## src/rtl/seq_tx_pkg.sv

```systemverilog
// Shared definitions for the serial pattern transmitter: FSM state
// encodings (also visible on the debug `state` port) and default widths.
package seq_tx_pkg;

    localparam int PAT_W_DEF = 8;   // maximum pattern length in bits
    localparam int LEN_W_DEF = 4;   // width of the length field
    localparam int RPT_W_DEF = 4;   // width of the repeat count

    // One-hot-ish encoding is fixed so the debug port matches the detector's
    // flip-flop view of the stream.
    typedef enum logic [2:0] {
        ST_IDLE  = 3'b000,
        ST_SHIFT = 3'b001,
        ST_GAP   = 3'b010,
        ST_DONE  = 3'b100
    } state_t;

endpackage

```

## src/rtl/seq_tx_shifter.sv

```systemverilog
// Loadable left-shift window with a bit counter. A load left-aligns the
// low `load_len` bits of the pattern so the first bit to send sits in the
// MSB. `msb_next` is the bit the window will present after the coming edge,
// which lets the top register x_out without an extra cycle of latency.
module seq_tx_shifter
    import seq_tx_pkg::*;
#(
    parameter int PAT_W = PAT_W_DEF,
    parameter int LEN_W = LEN_W_DEF
) (
    input  logic             clk,
    input  logic             rst,
    input  logic             load,
    input  logic             shift,
    input  logic [PAT_W-1:0] load_pat,
    input  logic [LEN_W-1:0] load_len,
    output logic             msb_next,
    output logic             last
);

    localparam logic [LEN_W-1:0] MAX_LEN = LEN_W'(PAT_W);

    logic [PAT_W-1:0] window_reg;
    logic [PAT_W-1:0] window_next;
    logic [PAT_W-1:0] shifted;
    logic [LEN_W-1:0] cnt_reg;
    logic [LEN_W-1:0] cnt_next;

    // Window moved one place toward the MSB, zero filled at the bottom.
    generate
        for (genvar gi = 0; gi < PAT_W; gi++) begin : g_shift
            if (gi == 0) begin : g_lsb
                assign shifted[gi] = 1'b0;
            end else begin : g_upper
                assign shifted[gi] = window_reg[gi-1];
            end
        end
    endgenerate

    // Load takes priority over shift; the counter holds at zero.
    always_comb begin
        window_next = window_reg;
        cnt_next    = cnt_reg;
        if (load) begin
            window_next = load_pat << (MAX_LEN - load_len);
            cnt_next    = load_len;
        end else if (shift) begin
            window_next = shifted;
            cnt_next    = (cnt_reg != '0) ? cnt_reg - LEN_W'(1) : cnt_reg;
        end
    end

    // Window and bit-counter registers.
    always_ff @(posedge clk or negedge rst) begin
        if (!rst) begin
            window_reg <= '0;
            cnt_reg    <= '0;
        end else begin
            window_reg <= window_next;
            cnt_reg    <= cnt_next;
        end
    end

    assign msb_next = window_next[PAT_W-1];
    assign last     = (cnt_reg == LEN_W'(1));

endmodule

```

## src/rtl/seq_pattern_tx.sv

```systemverilog
// Serial pattern transmitter feeding the sequence detector's X input.
// Sends a latched pattern MSB-first, repeating it rpt+1 times with a
// one-cycle gap between passes, then pulses done for one cycle.
module seq_pattern_tx
    import seq_tx_pkg::*;
#(
    parameter int PAT_W = PAT_W_DEF,
    parameter int LEN_W = LEN_W_DEF,
    parameter int RPT_W = RPT_W_DEF
) (
    input  logic             clk,
    input  logic             rst,
    input  logic             start,
    input  logic             abort,
    input  logic [PAT_W-1:0] pattern,
    input  logic [LEN_W-1:0] len,
    input  logic [RPT_W-1:0] rpt,
    output logic             x_out,
    output logic             x_valid,
    output logic             busy,
    output logic             done,
    output logic [2:0]       state
);

    localparam logic [LEN_W-1:0] MAX_LEN = LEN_W'(PAT_W);

    state_t           state_reg;
    state_t           state_next;
    logic [PAT_W-1:0] pat_reg;
    logic [LEN_W-1:0] len_reg;
    logic [RPT_W-1:0] pass_reg;
    logic [RPT_W-1:0] pass_next;
    logic [LEN_W-1:0] eff_len;

    logic             load;
    logic             shift;
    logic [PAT_W-1:0] load_pat;
    logic [LEN_W-1:0] load_len;
    logic             msb_next;
    logic             last;

    logic x_out_reg, x_out_next;
    logic x_valid_reg, x_valid_next;
    logic busy_reg, busy_next;
    logic done_reg, done_next;

    // Requests longer than the window are sent as a full-width pattern.
    assign eff_len = (len > MAX_LEN) ? MAX_LEN : len;

    seq_tx_shifter #(
        .PAT_W (PAT_W),
        .LEN_W (LEN_W)
    ) u_shifter (
        .clk      (clk),
        .rst      (rst),
        .load     (load),
        .shift    (shift),
        .load_pat (load_pat),
        .load_len (load_len),
        .msb_next (msb_next),
        .last     (last)
    );

    // FSM state register.
    always_ff @(posedge clk or negedge rst) begin
        if (!rst) begin
            state_reg <= ST_IDLE;
        end else begin
            state_reg <= state_next;
        end
    end

    // Next state plus shifter/pass-counter control; abort outranks everything.
    always_comb begin
        state_next = state_reg;
        load       = 1'b0;
        shift      = 1'b0;
        load_pat   = pat_reg;
        load_len   = len_reg;
        pass_next  = pass_reg;
        case (state_reg)
            ST_IDLE: begin
                if (start) begin
                    load       = 1'b1;
                    load_pat   = pattern;
                    load_len   = eff_len;
                    pass_next  = rpt;
                    state_next = (eff_len == '0) ? ST_DONE : ST_SHIFT;
                end
            end
            ST_SHIFT: begin
                if (abort) begin
                    state_next = ST_IDLE;
                end else begin
                    shift = 1'b1;
                    if (last) begin
                        state_next = (pass_reg != '0) ? ST_GAP : ST_DONE;
                    end
                end
            end
            ST_GAP: begin
                if (abort) begin
                    state_next = ST_IDLE;
                end else begin
                    // Reload here so the first bit of the next pass is
                    // already on x_out when SHIFT is re-entered.
                    load       = 1'b1;
                    pass_next  = pass_reg - RPT_W'(1);
                    state_next = ST_SHIFT;
                end
            end
            ST_DONE: begin
                state_next = ST_IDLE;
            end
            default: begin
                state_next = ST_IDLE;
            end
        endcase
    end

    // Pattern/length latch and pass counter; inputs are frozen after start.
    always_ff @(posedge clk or negedge rst) begin
        if (!rst) begin
            pat_reg  <= '0;
            len_reg  <= '0;
            pass_reg <= '0;
        end else begin
            if (state_reg == ST_IDLE && start) begin
                pat_reg <= pattern;
                len_reg <= eff_len;
            end
            pass_reg <= pass_next;
        end
    end

    // Output values for the cycle that follows the coming edge.
    always_comb begin
        x_valid_next = (state_next == ST_SHIFT);
        x_out_next   = x_valid_next & msb_next;
        busy_next    = (state_next == ST_SHIFT) || (state_next == ST_GAP);
        done_next    = (state_next == ST_DONE);
    end

    // Registered outputs.
    always_ff @(posedge clk or negedge rst) begin
        if (!rst) begin
            x_out_reg   <= 1'b0;
            x_valid_reg <= 1'b0;
            busy_reg    <= 1'b0;
            done_reg    <= 1'b0;
        end else begin
            x_out_reg   <= x_out_next;
            x_valid_reg <= x_valid_next;
            busy_reg    <= busy_next;
            done_reg    <= done_next;
        end
    end

    assign x_out   = x_out_reg;
    assign x_valid = x_valid_reg;
    assign busy    = busy_reg;
    assign done    = done_reg;
    assign state   = state_reg;

endmodule
```

## config.mk

```make
export PLATFORM = sky130hd
export DESIGN_NAME = seq_pattern_tx
export DESIGN_NICKNAME = d
export VERILOG_FILES = /design/src/rtl/seq_tx_pkg.sv /design/src/rtl/seq_tx_shifter.sv /design/src/rtl/seq_pattern_tx.sv
export SDC_FILE = /design/constraint.sdc
export NUM_CORES = 1
export LEC_CHECK = 0
export ABC_AREA = 1
export CAP_MARGIN = 0
export CORE_UTILIZATION = 52
export DETAILED_ROUTE_END_ITERATION = 16
export PLACE_DENSITY = 0.82
export SETUP_SLACK_MARGIN = 0.4
export SLEW_MARGIN = 25
export SYNTH_ARGS = -nofsm -noshare
export SYNTH_HDL_FRONTEND = slang
export SYNTH_SLANG_ARGS = --single-unit
```

## constraint.sdc

```tcl
create_clock -name clk -period 4.75 [get_ports clk]
set_input_delay 0.95 -clock clk [delete_from_list [all_inputs] [get_ports clk]]
set_output_delay 0.95 -clock clk [all_outputs]
set_load 0.03 [all_outputs]
```

======== Word-level counts from Yosys, hierarchy flattened ========
Cells that the tools add are included.
cells by class
  reductions and logical operators ........ 11
  shift-type cells ........................ 1
  $lt $le $gt $ge ......................... 1
  multiplexer cells ....................... 24
  bitwise gates (word level) .............. 1
  equal/unequal tests ..................... 8
  add/subtract/negate cells ............... 3
operators with widths
  operator                                                             count
  4-bit 2-to-1 mux                                                     8
  8-bit 2-to-1 mux                                                     4
  3-bit 2-to-1 mux                                                     5
  3-bit case mux with 3 select lines                                   1
  4-bit case mux with 2 select lines                                   1
  4-bit nonzero test                                                   2
  8-bit by 4-bit << shifter with 8-bit output                          1
  4-bit by 1-bit subtractor with 4-bit output (second input constant)  2
  3-bit by 1-bit == test with 1-bit output (second input constant)     2
  3-bit by 2-bit == test with 1-bit output (second input constant)     2
  2-bit nonzero test                                                   3
  4-bit by 1-bit == test with 1-bit output (second input constant)     1
  4-bit greater-than comparator (second input constant)                1
  4-bit logical NOT                                                    1
  1-bit 2-to-1 mux                                                     4
  2-bit inequality test (second input constant)                        2
  4-bit subtractor (first input constant)                              1
  3-bit == test (second input constant)                                1
  3-bit logical NOT                                                    1
  3-bit AND reduction                                                  1
  1-bit case mux with 2 select lines                                   1
  2-bit AND reduction                                                  1
  1-bit bitwise AND                                                    1
  1-bit logical AND                                                    1
  1-bit logical OR                                                     1
storage, ports and cells
  output and inout bits ................... 7
  word-level logic and storage cells ...... 60
  bits in registers ....................... 35
  input bits .............................. 20

======== Logic depth before layout (Yosys ltp) ========
  depth in word-level cells ............... 8
  depth in mapped cells ................... 13
  depth with buffers taken out ............ 12

======== Cells and area by module ========
From an unflattened synthesis, not the netlist that was laid out.
second synthesis, totals
  cell total of the unflattened synthesis .. 290
  area, all modules ....................... 2118.3 um^2
by module, submodules not included
  module          cells each  area each (um^2)  times used  seq. area each (um^2)
  seq_pattern_tx  142         1097.3            1           575.6
  seq_tx_shifter  148         1021.0            1           300.3

======== Worst setup path before layout ========
OpenSTA, ideal clock, no wires.
  path kind ............................... input port to flip-flop
  start point ............................. in start
  end point ............................... reg u_shifter.window_reg[6]
  stages .................................. 11
  setup slack ............................. 2.342 ns
  arrival time ............................ 2.286 ns
  data required time ...................... 4.629 ns
  library setup time ...................... 0.121 ns
  cells stage by stage .................... nand3_4 > buf_4 > nand2_1 > nand2_2 > ha_1 > inv_1 > nand3_1 > o21ai_1 > o21ai_1 > nand2_1 > nand2_1
on the way
  word-level cells in the longest chain between the ends .. 5
  elaborated cells between the ends (all ways) .. 10
  classes of those cells .................. add/sub (1); shift (1); mux (7); reduce/logical (1)
ends and longest elaborated chain
  what                                         RTL line              RTL
  from (decl)                                  seq_pattern_tx.sv:13  input logic start,
  4-bit 2-to-1 mux                             seq_pattern_tx.sv:83  if (start) begin
  4-bit 2-to-1 mux                             seq_pattern_tx.sv:81  case (state_reg)
  4-bit subtractor                             seq_tx_shifter.sv:45  window_next = load_pat << (MAX_LEN - load_len);
  8-bit by 4-bit << shifter with 8-bit output  seq_tx_shifter.sv:45
  8-bit 2-to-1 mux                             seq_tx_shifter.sv:44  if (load) begin
  to (signal assigned)                         seq_tx_shifter.sv:59  window_reg <= window_next;
  to (decl)                                    seq_tx_shifter.sv:23  logic [PAT_W-1:0] window_reg;
Parallel ways exist; a longest one is shown, timed or not.
A chain may end at the register's enable or synchronous reset.

======== Worst setup path after layout ========
  start point ............................. in start
  end point ............................... reg u_shifter.window_reg[5]
Same word-level chain as after synthesis.

==> results.cfg <==
[run_status]
status = completed

[global_routing]
grt_use_met1_pct = 32.8
grtUsageMet2_pct = 40.0
grt-ovfl-total = 0
grt_max_degree = 36
grtUsageTotal_pct = 25.0
met3_usage_pct = 3.70
grt.busiest_layer = met2
antenna_found_initial = 0
first_global_vias = 1737
grt_pass1_wl_um = 7890

[yosys]
synth_edf_count = 0
yosys_warnings = 0
synth_top_area_share_pct = 42.7
ys_ff_latch = 35
synth_cell_types = 33
synth_area_leaders = dfrtp_1, nand2_1, nand3_1, inv_1, ha_1
synth_flop_cell = dfrtp_1
ys_async_sr_fraction_pct = 100
syn-cell-area_um2 = 2050
synthCells = 254
avgSynthCellArea_um2 = 8.07
synth_nets = 279
synth_area_leader_cell = dfrtp_1
synth-seq-area-share_pct = 42.7
ys_top_cells_by_count = nand2_1, dfrtp_1, inv_1, nand3_1, o21ai_0
yosysMostFrequentCell = nand2_1

[finish]
nFillCells = 329
antenna_cells = 0
num-nets-final = 306
final_area_um2 = 2410
areaGrowthSynthToFinish_pct = 17.7
drive_gt1_share_pct = 12.4

[floorplan]
dieWidth_um = 64.8
start_util_pct = 55.2
die-area_um2 = 4200
die_y_um = 64.8
num_io_pins = 27
rows = 22
core_um2 = 3720

[clock_tree]
cts_max_level = 2
ctsResizeCount = 0
cts_root_buf = clkbuf_8
ctsHoldBuffers = 0
clock_path_buffers = 2
cts_buffers = 5
insertion_delay_ps = 290
cts_sinks = 35
post_cts_buffers = 0
cts.clk_slew.worst_paths_ps = 70
cts_tree = done

[routing]
routedWlPerCell_um = 13.9
drt-initial-drc-count = 114
ant_nets = 0
first_pass_iters = 4
drc = 0
drt-total-wl_um = 4580
num_vias = 1814
post_drt_via_cell_ratio = 5.50

[setup_path]
r2r-start = state[2]
worstSetupPathType = input port to register
r2r_slack_ps = 2180
worst_setup_path_start_kind = input port
crit_arrival_ps = 3340
startpoint = start
ff2ff_path_depth = 10
critPathCaptureType = register
crit_fanout = 15
crit_required_ps = 4930
rr_endpoint = u_shifter.window_reg[5]
endpoint = u_shifter.window_reg[5]

[timing]
timing_hold_violations_final = 0
slew_headroom_pct = 68.7
clock_skew_ps = 5.78
fin_setup_tns_ps = 0
fmax_ghz = 0.316
maxSlewViolCount = 0
tightest_slew_ps = 467
fin_crit_sh_pct = 66.7
finalSetupViolations = 0
rsz0062_at_grt = false
min_period_ps = 3170

[power_and_ir_drop]
netSwitchingFraction_pct = 46.7
p_switching_uw = 755
seq_power_share_pct = 30.0
clock_power_share_pct = 14.9
p_leak_nw = 1.19
intPower_uw = 863
vdd_ir_drop_max_uv = 365
p_per_area_nw_per_um2 = 670
pwr-share-comb_pct = 55.2

[flow_run]
drv_cap = 0

[placement]
io_buffers = 26
dp_hpwl_um = 3290
routabilityCongestion = 1.00
place_area_um2 = 2310

[hold_path]
hold_class = register to register
-- critical path: stages --
cell and delay, ps:
clkdlybuf4s50_1 760, nand3_4 260, o21ai_1 330, ha_1 380, inv_1 250, nand3_1 110, nand2_1 60, nand2_1 40
o211ai_1 120, nand2_1 70
-- cell usage in the layout, fill, tap and decap left out, types with 4 or more instances in the layout --
cell type	instances
ha_1	5
clkdlybuf4s50_1	26
inv_1	22
clkbuf_8	7
nand2_1	74
inv_2	4
nor2_1	10
nand3_1	22
dfrtp_1	35
a22oi_1	7
o21ai_1	9
a21oi_1	6
nand2_2	7
nand4_1	8
o21ai_0	12
-- cell type report --
cell class                      instances  area [um2]  area share [%]
Tap cell                               48        60.1            2.49
Clock buffer                            8         100            4.15
Timing Repair Buffer                   27         268            11.1
Sequential cell                        35         876            36.3
Multi-Input combinational cell        186        1010            41.9
Inverter                               26        97.6            4.04
-- power by group through the flow --
stage / clock (mW) / sequential [mW] / combinational (mW)
2_1_floorplan: 0 / 0.513 / 0.668
3_3_place_gp: 0 / 0.484 / 0.851
3_5_place_dp: 0 / 0.489 / 0.878
4_1_cts: 0.242 / 0.484 / 0.887
5_1_grt: 0.256 / 0.496 / 1.00
6_report: 0.241 / 0.485 / 0.893
-- kinds of logic (layout without fill, tap and decap cells) --
kind of cell / Yosys count / count (layout) / synth area share [%]
buffers and inverters: 33 / 61 / 7.93
adders and majority gates: 5 / 5 / 3.05
xor gates and xnor gates: 1 / 1 / 0.427
AOI/OAI and AO/OA: 43 / 43 / 13.0
and+or+nand+nor: 137 / 137 / 32.9
DFF: 35 / 35 / 42.7
-- metrics by stage --
step	total power [mW]	hold slack, ps	setup WS [ps]	util (%)	instances
after floorplan	1.18	438	2340	-	254
after global placement	1.33	473	1400	62.3	322
after detailed placement	1.37	488	1340	62.3	322
after CTS	1.61	506	1630	64.9	330
after global routing	1.76	548	1400	64.9	330
final	1.62	502	1580	64.9	330
-- routing by layer --
layer  up-vias  wire [um]
met5         -          0
met4         0        124
met3        14        280
met2        70       2120
met1       831       2060
li1        899          -
-- how the worst min path moves through the flow --
stage,startpoint,to,slack [ps],cells past startpoint
after detailed placement,pat_reg[7],pat_reg[7],490,2
final,pat_reg[7],pat_reg[7],500,2
after global routing,pass_reg[2],pass_reg[2],550,1
after global placement,pat_reg[7],pat_reg[7],470,2
after floorplan,pat_reg[7],pat_reg[7],440,2
after CTS,pass_reg[2],pass_reg[2],510,1
(Power assumes the default switching activity.)
